## src/rtl/serial_adder.sv

```systemverilog
// Bit-serial adder: one full-add per clock, LSB first, start/done handshake.
// Optional signed-overflow output enabled by defining SERIAL_ADDER_OVF_EN.
module serial_adder #(
  parameter int unsigned WIDTH = 8
) (
  input  logic             clk,
  input  logic             rst_n,
  input  logic             start,
  input  logic [WIDTH-1:0] a,
  input  logic [WIDTH-1:0] b,
  input  logic             cin,
  output logic             busy,
  output logic             done,
  output logic [WIDTH-1:0] sum,
  output logic             cout
`ifdef SERIAL_ADDER_OVF_EN
  ,
  output logic             ovf
`endif
);

  localparam int unsigned CW = (WIDTH > 1) ? $clog2(WIDTH) : 1;
  localparam logic [CW-1:0] LAST = CW'(WIDTH - 1);

  typedef enum logic [1:0] {
    IDLE  = 2'd0,
    SHIFT = 2'd1,
    DONE  = 2'd2
  } state_t;

  state_t           state, state_nxt;
  logic [WIDTH-1:0] opa, opb;
  logic             carry;
  logic [CW-1:0]    bitcnt;
  logic [WIDTH-2:0] acc;

  logic ha1_s, ha1_c, bit_s_c, ha2_c, carry_nxt_c;
  logic load_c, shift_c, last_c;

  // Full-add cell built from two cascaded half-adds.
  always_comb begin
    ha1_s       = opa[0] ^ opb[0];
    ha1_c       = opa[0] & opb[0];
    bit_s_c     = ha1_s ^ carry;
    ha2_c       = ha1_s & carry;
    carry_nxt_c = ha1_c | ha2_c;
  end

  always_ff @(posedge clk or negedge rst_n) begin
    if (!rst_n) state <= IDLE;
    else        state <= state_nxt;
  end

  always_comb begin
    state_nxt = state;
    load_c    = 1'b0;
    shift_c   = 1'b0;
    last_c    = 1'b0;
    case (state)
      IDLE: begin
        if (start) begin
          state_nxt = SHIFT;
          load_c    = 1'b1;
        end
      end
      SHIFT: begin
        shift_c = 1'b1;
        if (bitcnt == LAST) begin
          last_c    = 1'b1;
          state_nxt = DONE;
        end
      end
      DONE:    state_nxt = IDLE;
      default: state_nxt = IDLE;
    endcase
  end

  // Status flags registered from next state so they track the state register exactly.
  always_ff @(posedge clk or negedge rst_n) begin
    if (!rst_n) begin
      busy <= 1'b0;
      done <= 1'b0;
    end else begin
      busy <= (state_nxt == SHIFT);
      done <= (state_nxt == DONE);
    end
  end

  // Operand shift registers, carry, bit counter and result accumulation.
  always_ff @(posedge clk or negedge rst_n) begin
    if (!rst_n) begin
      opa    <= '0;
      opb    <= '0;
      carry  <= 1'b0;
      bitcnt <= '0;
      acc    <= '0;
      sum    <= '0;
      cout   <= 1'b0;
`ifdef SERIAL_ADDER_OVF_EN
      ovf    <= 1'b0;
`endif
    end else if (load_c) begin
      opa    <= a;
      opb    <= b;
      carry  <= cin;
      bitcnt <= '0;
      acc    <= '0;
    end else if (shift_c) begin
      opa   <= opa >> 1;
      opb   <= opb >> 1;
      carry <= carry_nxt_c;
      acc   <= (WIDTH-1)'({bit_s_c, acc} >> 1);
      if (last_c) begin
        // acc already holds the lower WIDTH-1 result bits; this edge adds the MSB.
        bitcnt <= '0;
        sum    <= {bit_s_c, acc};
        cout   <= carry_nxt_c;
`ifdef SERIAL_ADDER_OVF_EN
        ovf    <= carry ^ carry_nxt_c;
`endif
      end else begin
        bitcnt <= bitcnt + CW'(1);
      end
    end
  end

endmodule

```

## config.mk

```make
export PLATFORM = sky130hd
export DESIGN_NAME = serial_adder
export DESIGN_NICKNAME = d
export VERILOG_FILES = /design/src/rtl/serial_adder.sv
export SDC_FILE = /design/constraint.sdc
export NUM_CORES = 1
export LEC_CHECK = 0
export ABC_AREA = 1
export ABC_CLOCK_PERIOD_IN_PS = 3000
export CORE_ASPECT_RATIO = 1.1
export CORE_MARGIN = 2
export CORE_UTILIZATION = 55
export DETAILED_ROUTE_END_ITERATION = 6
export HOLD_SLACK_MARGIN = 0.02
export PLACE_DENSITY = 0.93
export SYNTH_ARGS = -nofsm -noshare
export SYNTH_HDL_FRONTEND = slang
export SYNTH_SLANG_ARGS = --single-unit
```

## constraint.sdc

```tcl
create_clock -name clk -period 3 [get_ports clk]
set_input_delay 0.75 -clock clk [delete_from_list [all_inputs] [get_ports clk]]
set_output_delay 0.75 -clock clk [all_outputs]
set_load 0.01 [all_outputs]
```

# == After elaboration in Yosys (flattened, before gate mapping) ==
# Index checks and enable logic that the tools add are counted.
# word_totals
ff_bits,40
out_inout_bits,11
word_cells,43
# classes
addsub,1
n_eq_ne,4
mux,19
bitwise_logic,6
n_reduce_logical,3
# ops
op,n
2-to-1 mux 8 bit,4
2-to-1 mux 7 bit,2
2-to-1 mux 3 bit,3
2-to-1 mux 1 bit,7
== test 2 x 1 -> 1 bit (second input constant),2
2-to-1 mux 2 bit,2
one-hot mux 2 bit (2 select lines),1
adder 3 x 1 -> 3 bit (second input constant),1
== test 3 bit (second input constant),1
AND reduction 3 bit,1
bitwise AND 1 bit,2
== test 2 bit (second input constant),1
logical NOT 2 bit,1
nonzero test 2 bit,1
XOR 1 bit,2
NOT 1 bit,1
OR 1 bit,1

# == Depth between registers and ports, before layout ==
# Gate-level depths: netlist of run 1.
# depth
ltp_word,6
mapped_depth,6

# == Worst setup path after synthesis of run 1 ==
# No wires, ideal clock.
# synth_path
path_kind,input to register
start,in start
end,reg carry
arrival_time_ns,1.401
required_time_ns,2.931
setup_slack_ns,1.530
stages,5
path_buffers,2
cell_sequence,clkbuf_2 nand2_1 clkbuf_1 nand3_1 nand3_1
# synth_between
elab_chain_cells,3
elab_cells_between_ends,4
cone_classes,3 x mux; 1 x reduce/logical
# synth_lines
item,line,rtl
"start, declared",8,"input logic start,"
2-to-1 mux 1 bit (*),61,if (start) begin
2-to-1 mux 1 bit (*),59,case (state)
2-to-1 mux 1 bit / nonzero test 2 bit (equally long branches),-,
"end signal, assigned",105,carry <= cin;
"end signal, assigned",111,carry <= carry_nxt_c;
"end, declared",33,logic carry;
# Mark *: on every way between the ends. The rest lies on a longest branch, timed or not.
# A chain may end at the register's enable or synchronous reset.

# == Worst setup path after layout of run 1 ==
# layout_path
start,reg sum[2]
end,out sum[2]
# layout_rtl
item,line,rtl
"start, declared",14,"output logic [WIDTH-1:0] sum,"
"start signal, assigned",116,"sum <= {bit_s_c, acc};"
# No word-level cell between the ends.

==> results of run 1 <==
## worst paths after layout
| check | end | slack [ps] |
|---|---|---|
| min in group asynchronous | bitcnt[0]$_DFFE_PN0P_ | 500 |
| hold reg to reg | sum[7]$_DFFE_PN0P_ | 480 |
| setup / recovery | sum[2] | 1000 |
| hold / removal | sum[7]$_DFFE_PN0P_ | 480 |
| setup reg to reg | sum[6]$_DFFE_PN0P_ | 1240 |
| max in group asynchronous | opa[6]$_DFFE_PN0P_ | 1970 |
## stage by stage
stage	std cells	power [mW]	hold slack (ps)	utilization (%)
2_1_floorplan	197	1.36	443	-
4_1_cts	262	1.92	484	69.2
3_3_place_gp	254	1.60	454	67.2
6_report	262	1.90	480	69.2
5_1_grt	262	2.07	504	69.2
3_5_place_dp	254	1.64	457	67.2
## placed cells by master (no fill, tap or decap)
cell             netlist  layout
nor2_2                 2       2
clkdlybuf4s50_1        0      29
inv_1                  9       9
fa_1                   1       1
o21ai_0                3       3
nand3_1               57      57
nor2_1                 4       4
dfrtp_1               40      40
buf_2                  7       1
clkinv_2               0       2
clkbuf_8               0       1
clkbuf_4               0       5
buf_4                  1       4
ha_1                   2       2
nand2_1               68      68
## sequential cells by signal (all words and copies together), names as in the netlist
| register | flops |
|---|---|
| sum | 8 |
| opa | 8 |
| acc | 7 |
| busy | 1 |
| cout | 1 |
| bitcnt | 3 |
| opb | 8 |
| done | 1 |
| carry | 1 |
| state | 2 |
## cell usage after synthesis
cell / instances
buf_2: 7
buf_4: 1
clkbuf_1: 2
clkbuf_2: 1
dfrtp_1: 40
fa_1: 1
ha_1: 2
inv_1: 9
nand2_1: 68
nand3_1: 57
nor2_1: 4
nor2_2: 2
o21ai_0: 3
## area by class of cell
class                   count  area [µm²]  area share [%]
flip-flops and latches     40        1000            47.8
multi-input cells         137         628            30.0
repair buffers             34         325            15.6
clock buffers               6        51.3            2.45
well taps                  34        42.5            2.03
inverters                   9        33.8            1.61
clock inverters             2        10.0           0.478
## routing by layer
| layer | wire length (µm) | share of wire (%) | vias up |
|---|---|---|---|
| met5 | 0 | 0 | - |
| met4 | 31 | 0.96 | 0 |
| met3 | 128 | 4.0 | 4 |
| met2 | 1600 | 49 | 39 |
| met1 | 1490 | 46 | 676 |
| li1 | - | - | 698 |
## kinds of logic after synthesis
| family | share of synthesized area [%] |
|---|---|
| buf+inv | 5.17 |
| fa+ha+maj | 2.62 |
| simple gates | 33.1 |
| compound gates | 0.874 |
| flops | 58.3 |
## power groups by stage
stage	Clock, mW	Sequential (mW)	Combinational, mW
finish	0.280	0.897	0.727
global route	0.310	0.924	0.835
CTS	0.284	0.895	0.735
detailed placement	0	0.905	0.733
global placement	0	0.896	0.701
floorplan	0	0.909	0.446
==> reports/metrics.yaml, run 1 <==
status:
  outcome: "completed"
route:
  num_vias: 1417
  drt_wl_total_mm: 3.24
  wl_per_cell_um: 12.4
  first_pass_iters: 5
  ant_nets: 0
  drtIter0Drc: 82
  viasPerCell: 5.41
  drc: 0
timing:
  setup_slack_ps: 997
  final_max_slew_viol_count: 0
  max_freq_ghz: 0.499
  post-route-period-util_pct: 66.8
  setup_tns_ps: 0
  worst_pin_slew_ps: 846
  finClkSkew_ps: 8.46
  timing.slew.headroom_pct: 43.4
  hold_viol_final: 0
  rsz0062_at_grt: "false"
  fin_crit_ps: 2000
  finalSetupViolCount: 0
global_route:
  met2_usage_pct: 34.8
  grt_util_met3_pct: 3.93
  first_global_vias: 1331
  grt_overflow: 0
  grtUsageMet1_pct: 27.0
  top_usage_layer: "met2"
  antenna_found_initial: 0
  gr-usage-all-layers_pct: 21.1
  grt_max_degree: 41
  grt_pass1_wl_mm: 5.89
min_path:
  min_from: "sum[7]$_DFFE_PN0P_"
  whs_path_depth: 2
  hold_class: "reg -> reg"
synthesis:
  synth_nets: 220
  synth_largest_area_cell: "dfrtp_1"
  yosysWarnings: 0
  ys_top_cells_by_area: "dfrtp_1, nand3_1, nand2_1"
  synth-seq-cells: 40
  syn_area_per_cell_um2: 8.72
  yosysTopAreaCellShare_pct: 58.3
  ys_types: 13
  ys_seq_area_share_pct: 58.3
  synth_area_um2: 1720
  netlist_instances: 197
clock_tree:
  cts_root_buffer: "clkbuf_4"
  cts_setup_buffers: 0
  numClockSinks: 40
  cts-resized-gates: 0
  clock_latency_ps: 340
  cts-root-to-sink-buffers: 2
  cts_tree: "done"
  clkSlewWorstSetupHoldPaths_ps: 120
  cts_max_level: 2
  hold_buffers: 0
  cts_inserted_buffers: 5
critical_path:
  crit_start: "sum[2]$_DFFE_PN0P_"
  worstSetupPathType: "reg -> out"
  crit_required_ps: 2250
  cp-end-kind: "primary output"
  ff2ff_path_depth: 6
  setup.worst_path.start_class: "flop"
  worstPathMaxFanout: 2
  slowest_stage: "clkdlybuf4s50_1"
  crit_family: "buffers and inverters"
  path_cells: "clkdlybuf4s50_1"
  crit_buf_inv: 1
  crit_arrival_ps: 1250
  critPathMaxStageDelay_ps: 540
  crit_cells: 1
  r2r-start: "state[1]$_DFF_PN0_"
floorplan:
  dieHeight_um: 62.6
  initial_core_util_pct: 56.9
  fp.dieW_um: 57.3
  fp.dieArea_um2: 3590
  coreArea_um2: 3020
  io_pins: 31
  fp-row-count: 21
power:
  power_switching_mw: 0.709
  internal_power_mw: 1.20
  power.density_nw_per_um2: 910
  p_leak_nw: 1.06
  power_frac_clock_pct: 14.7
  seqPwrFrac_pct: 47.1
  power.share.switching_pct: 37.2
  power_frac_comb_pct: 38.2
  ir_drop_v: 0.000611
placed_design:
  placed_area_um2: 2030
  hpwl_mm: 2.19
  post-place-ws_ps: 944
  gp_congestion: 0.746
  io_buffers: 30
flow_run:
  cap_violations: 0
layout:
  final_cell_area_um2: 2090
  nFillCells: 252
  layout.nets: 250
  n_antenna_cell: 0
  area_growth_pct: 21.8
  drive_above_1_share_pct: 6.58
Power figures use the tool's default switching activity.
==> inputs of run 2 (changes only) <==
Settings changed: ABC_CLOCK_PERIOD_IN_PS 3000 to 1700, CORE_UTILIZATION 55 to 46, PLACE_DENSITY 0.93 to 0.84.
Clock period 3 ns to 1.7 ns, I/O delays scaled along.
==> run 2 against run 1 <==
Critical path depth unchanged. Clock-buffer cell count fell by 1. Die area increased by 18%. Highest routed layer unchanged. Via count down 0.14%. Combinational power up 86%.
==> reports/metrics.yaml, run 2 (synthesis gave the netlist of run 1 again) <==
global_route:
  met2_usage_pct: 31.1  # -3.7 points
  antenna_found_initial: 0  # unchanged
  grt_max_degree: 31  # -24%
  grt_pass1_wl_mm: 5.95  # +1.1%
  grt_overflow: 0  # unchanged
  grtUsageMet1_pct: 23.1  # -4.0 points
  first_global_vias: 1330  # -0.075%
  gr-usage-all-layers_pct: 18.2  # -2.9 points
  top_usage_layer: "met2"
  grt_util_met3_pct: 3.95  # +0.014 points
critical_path:
  reg2reg_to: "cout$_DFFE_PN0P_"
  ff2ff_path_depth: 6  # unchanged
  crit_required_ps: 1270  # -980 ps
  setup.worst_path.start_class: "flop"
  crit_cells: 1  # unchanged
  crit_arrival_ps: 1180  # -70 ps
  worstSetupPathType: "reg -> out"
  crit_family: "buffers and inverters"
  reg2reg_slack_ps: 280  # -960 ps
  slowest_stage: "clkdlybuf4s50_1"
  worstPathMaxFanout: 2  # unchanged
  crit_end: "sum[2]"
  path_cells: "clkdlybuf4s50_1"
  r2r-start: "bitcnt[0]$_DFFE_PN0P_"
  crit_buf_inv: 1  # unchanged
  cp-end-kind: "primary output"
  critPathMaxStageDelay_ps: 540  # about the same
  crit_start: "sum[2]$_DFFE_PN0P_"
route:
  wl_per_cell_um: 12.2  # -1.6%
  drt_wl_total_mm: 3.42  # +5.6%
  first_pass_iters: 4  # -1
  ant_nets: 0  # unchanged
  drtIter0Drc: 88  # +7.3%
  num_vias: 1415  # -0.14%
  viasPerCell: 5.04  # -6.9%
  drc: 0  # unchanged
placed_design:
  hpwl_mm: 2.41  # +10%
  io_buffers: 30  # unchanged
  gp_congestion: 0.764  # +2.5%
clock_tree:
  clock_latency_ps: 290  # -50 ps
  hold_buffers: 0  # unchanged
  numClockSinks: 40  # unchanged
  cts_tree: "done"
  clkSlewWorstSetupHoldPaths_ps: 80  # -40 ps
  cts_inserted_buffers: 5  # unchanged
  cts-resized-gates: 0  # unchanged
  cts_max_level: 2  # unchanged
  cts_root_buffer: "clkbuf_8"
  cts-root-to-sink-buffers: 2  # unchanged
  cts_setup_buffers: 0  # unchanged
layout:
  drive_above_1_share_pct: 7.79  # +1.2 points
  top_regs: "opa x8, opb x8, sum x8"
  area_growth_pct: 30.1
  mostFrequentLayoutCells: "nand2_1, nand3_1, dfrtp_1"
  n_antenna_cell: 0  # unchanged
  layout_commonest_cell: "nand2_1"
  layout.nets: 254  # +1.6%
timing:
  finClkSkew_ps: 9.89  # +1.43 ps
  finalSetupViolCount: 0  # unchanged
  timing.slew.headroom_pct: 70.9  # +28 points
  fin_crit_ps: 1610
  post-route-period-util_pct: 94.7
  max_freq_ghz: 0.621
  hold_viol_final: 0  # unchanged
  setup_tns_ps: 0  # unchanged
  final_max_slew_viol_count: 0  # unchanged
  rsz0062_at_grt: "false"
  worst_pin_slew_ps: 436  # -410 ps
floorplan:
  fp-row-count: 23  # +9.5%
  fp.dieW_um: 62.3  # +8.7%
  coreArea_um2: 3630  # +20%
  dieHeight_um: 68.1  # +8.8%
  initial_core_util_pct: 47.4  # -9.5 points
  io_pins: 31  # unchanged
  fp.dieArea_um2: 4240  # +18%
power:
  p_leak_nw: 1.11  # +5.2%
  p_total_mw: 3.81  # +100%
  power.density_nw_per_um2: 1710  # +87%
  ir_drop_v: 0.000813  # +33%
min_path:
  hold_class: "in -> async"
flow_run:
  cap_violations: 0  # unchanged
status:
  outcome: "completed"
-- run 2: cell count changes in the layout (fill, tap and decap cells not counted) --
| cell | change |
|---|---|
| bufinv_16 | +2 |
| clkbuf_8 | +4 |
| buf_4 | +2 |
| clkinv_2 | -2 |
| buf_12 | +2 |
| clkbuf_4 | -5 |
-- run 2: through the flow --
step | hold slack, ps | util [%] | cell area, µm² | instances | setup slack [ps]
after floorplan | 129 | - | 1720 | 197 | 528
after global placement | 382 | 58.1 | 2110 | 274 | 250
after detailed placement | 388 | 58.1 | 2110 | 274 | 214
after CTS | 73.9 | 61.6 | 2230 | 281 | 83.0
after global routing | 78.5 | 61.6 | 2230 | 281 | 46.8
final | 63.9 | 61.6 | 2230 | 281 | 90.8
-- run 2: worst min-delay path by stage --
stage / slack (ps) / to / cells after the start
after floorplan: 130 / acc[0]$_DFFE_PN0P_ / 0
after global placement: 380 / opa[3]$_DFFE_PN0P_ / 1
after detailed placement: 390 / opa[3]$_DFFE_PN0P_ / 1
after CTS: 70 / opa[3]$_DFFE_PN0P_ / 1
after global routing: 80 / opa[3]$_DFFE_PN0P_ / 1
final: 60 / opa[3]$_DFFE_PN0P_ / 1
-- run 2: routing by layer --
| metal | wire (µm) | vias up |
|---|---|---|
| met3 | 112 | 7 |
| met1 | 1580 | 677 |
| li1 | - | 701 |
| met2 | 1670 | 30 |
| met5 | 0 | - |
| met4 | 57 | 0 |
-- run 2: cell type report --
cell class,count,area (µm²)
Fill cell,332,1390
Sequential cell,40,1000
Multi-Input combinational cell,137,628
Timing Repair Buffer,38,380
Clock buffer,5,68.8
Tap cell,50,62.6
Clock inverter,2,60.1
Inverter,9,33.8
-- run 2: power breakdown --
part           leakage, nW  switching [mW]  internal [mW]
Clock               0.0642           0.305          0.577
Combinational        0.536           0.725          0.620
Sequential           0.511           0.234           1.35
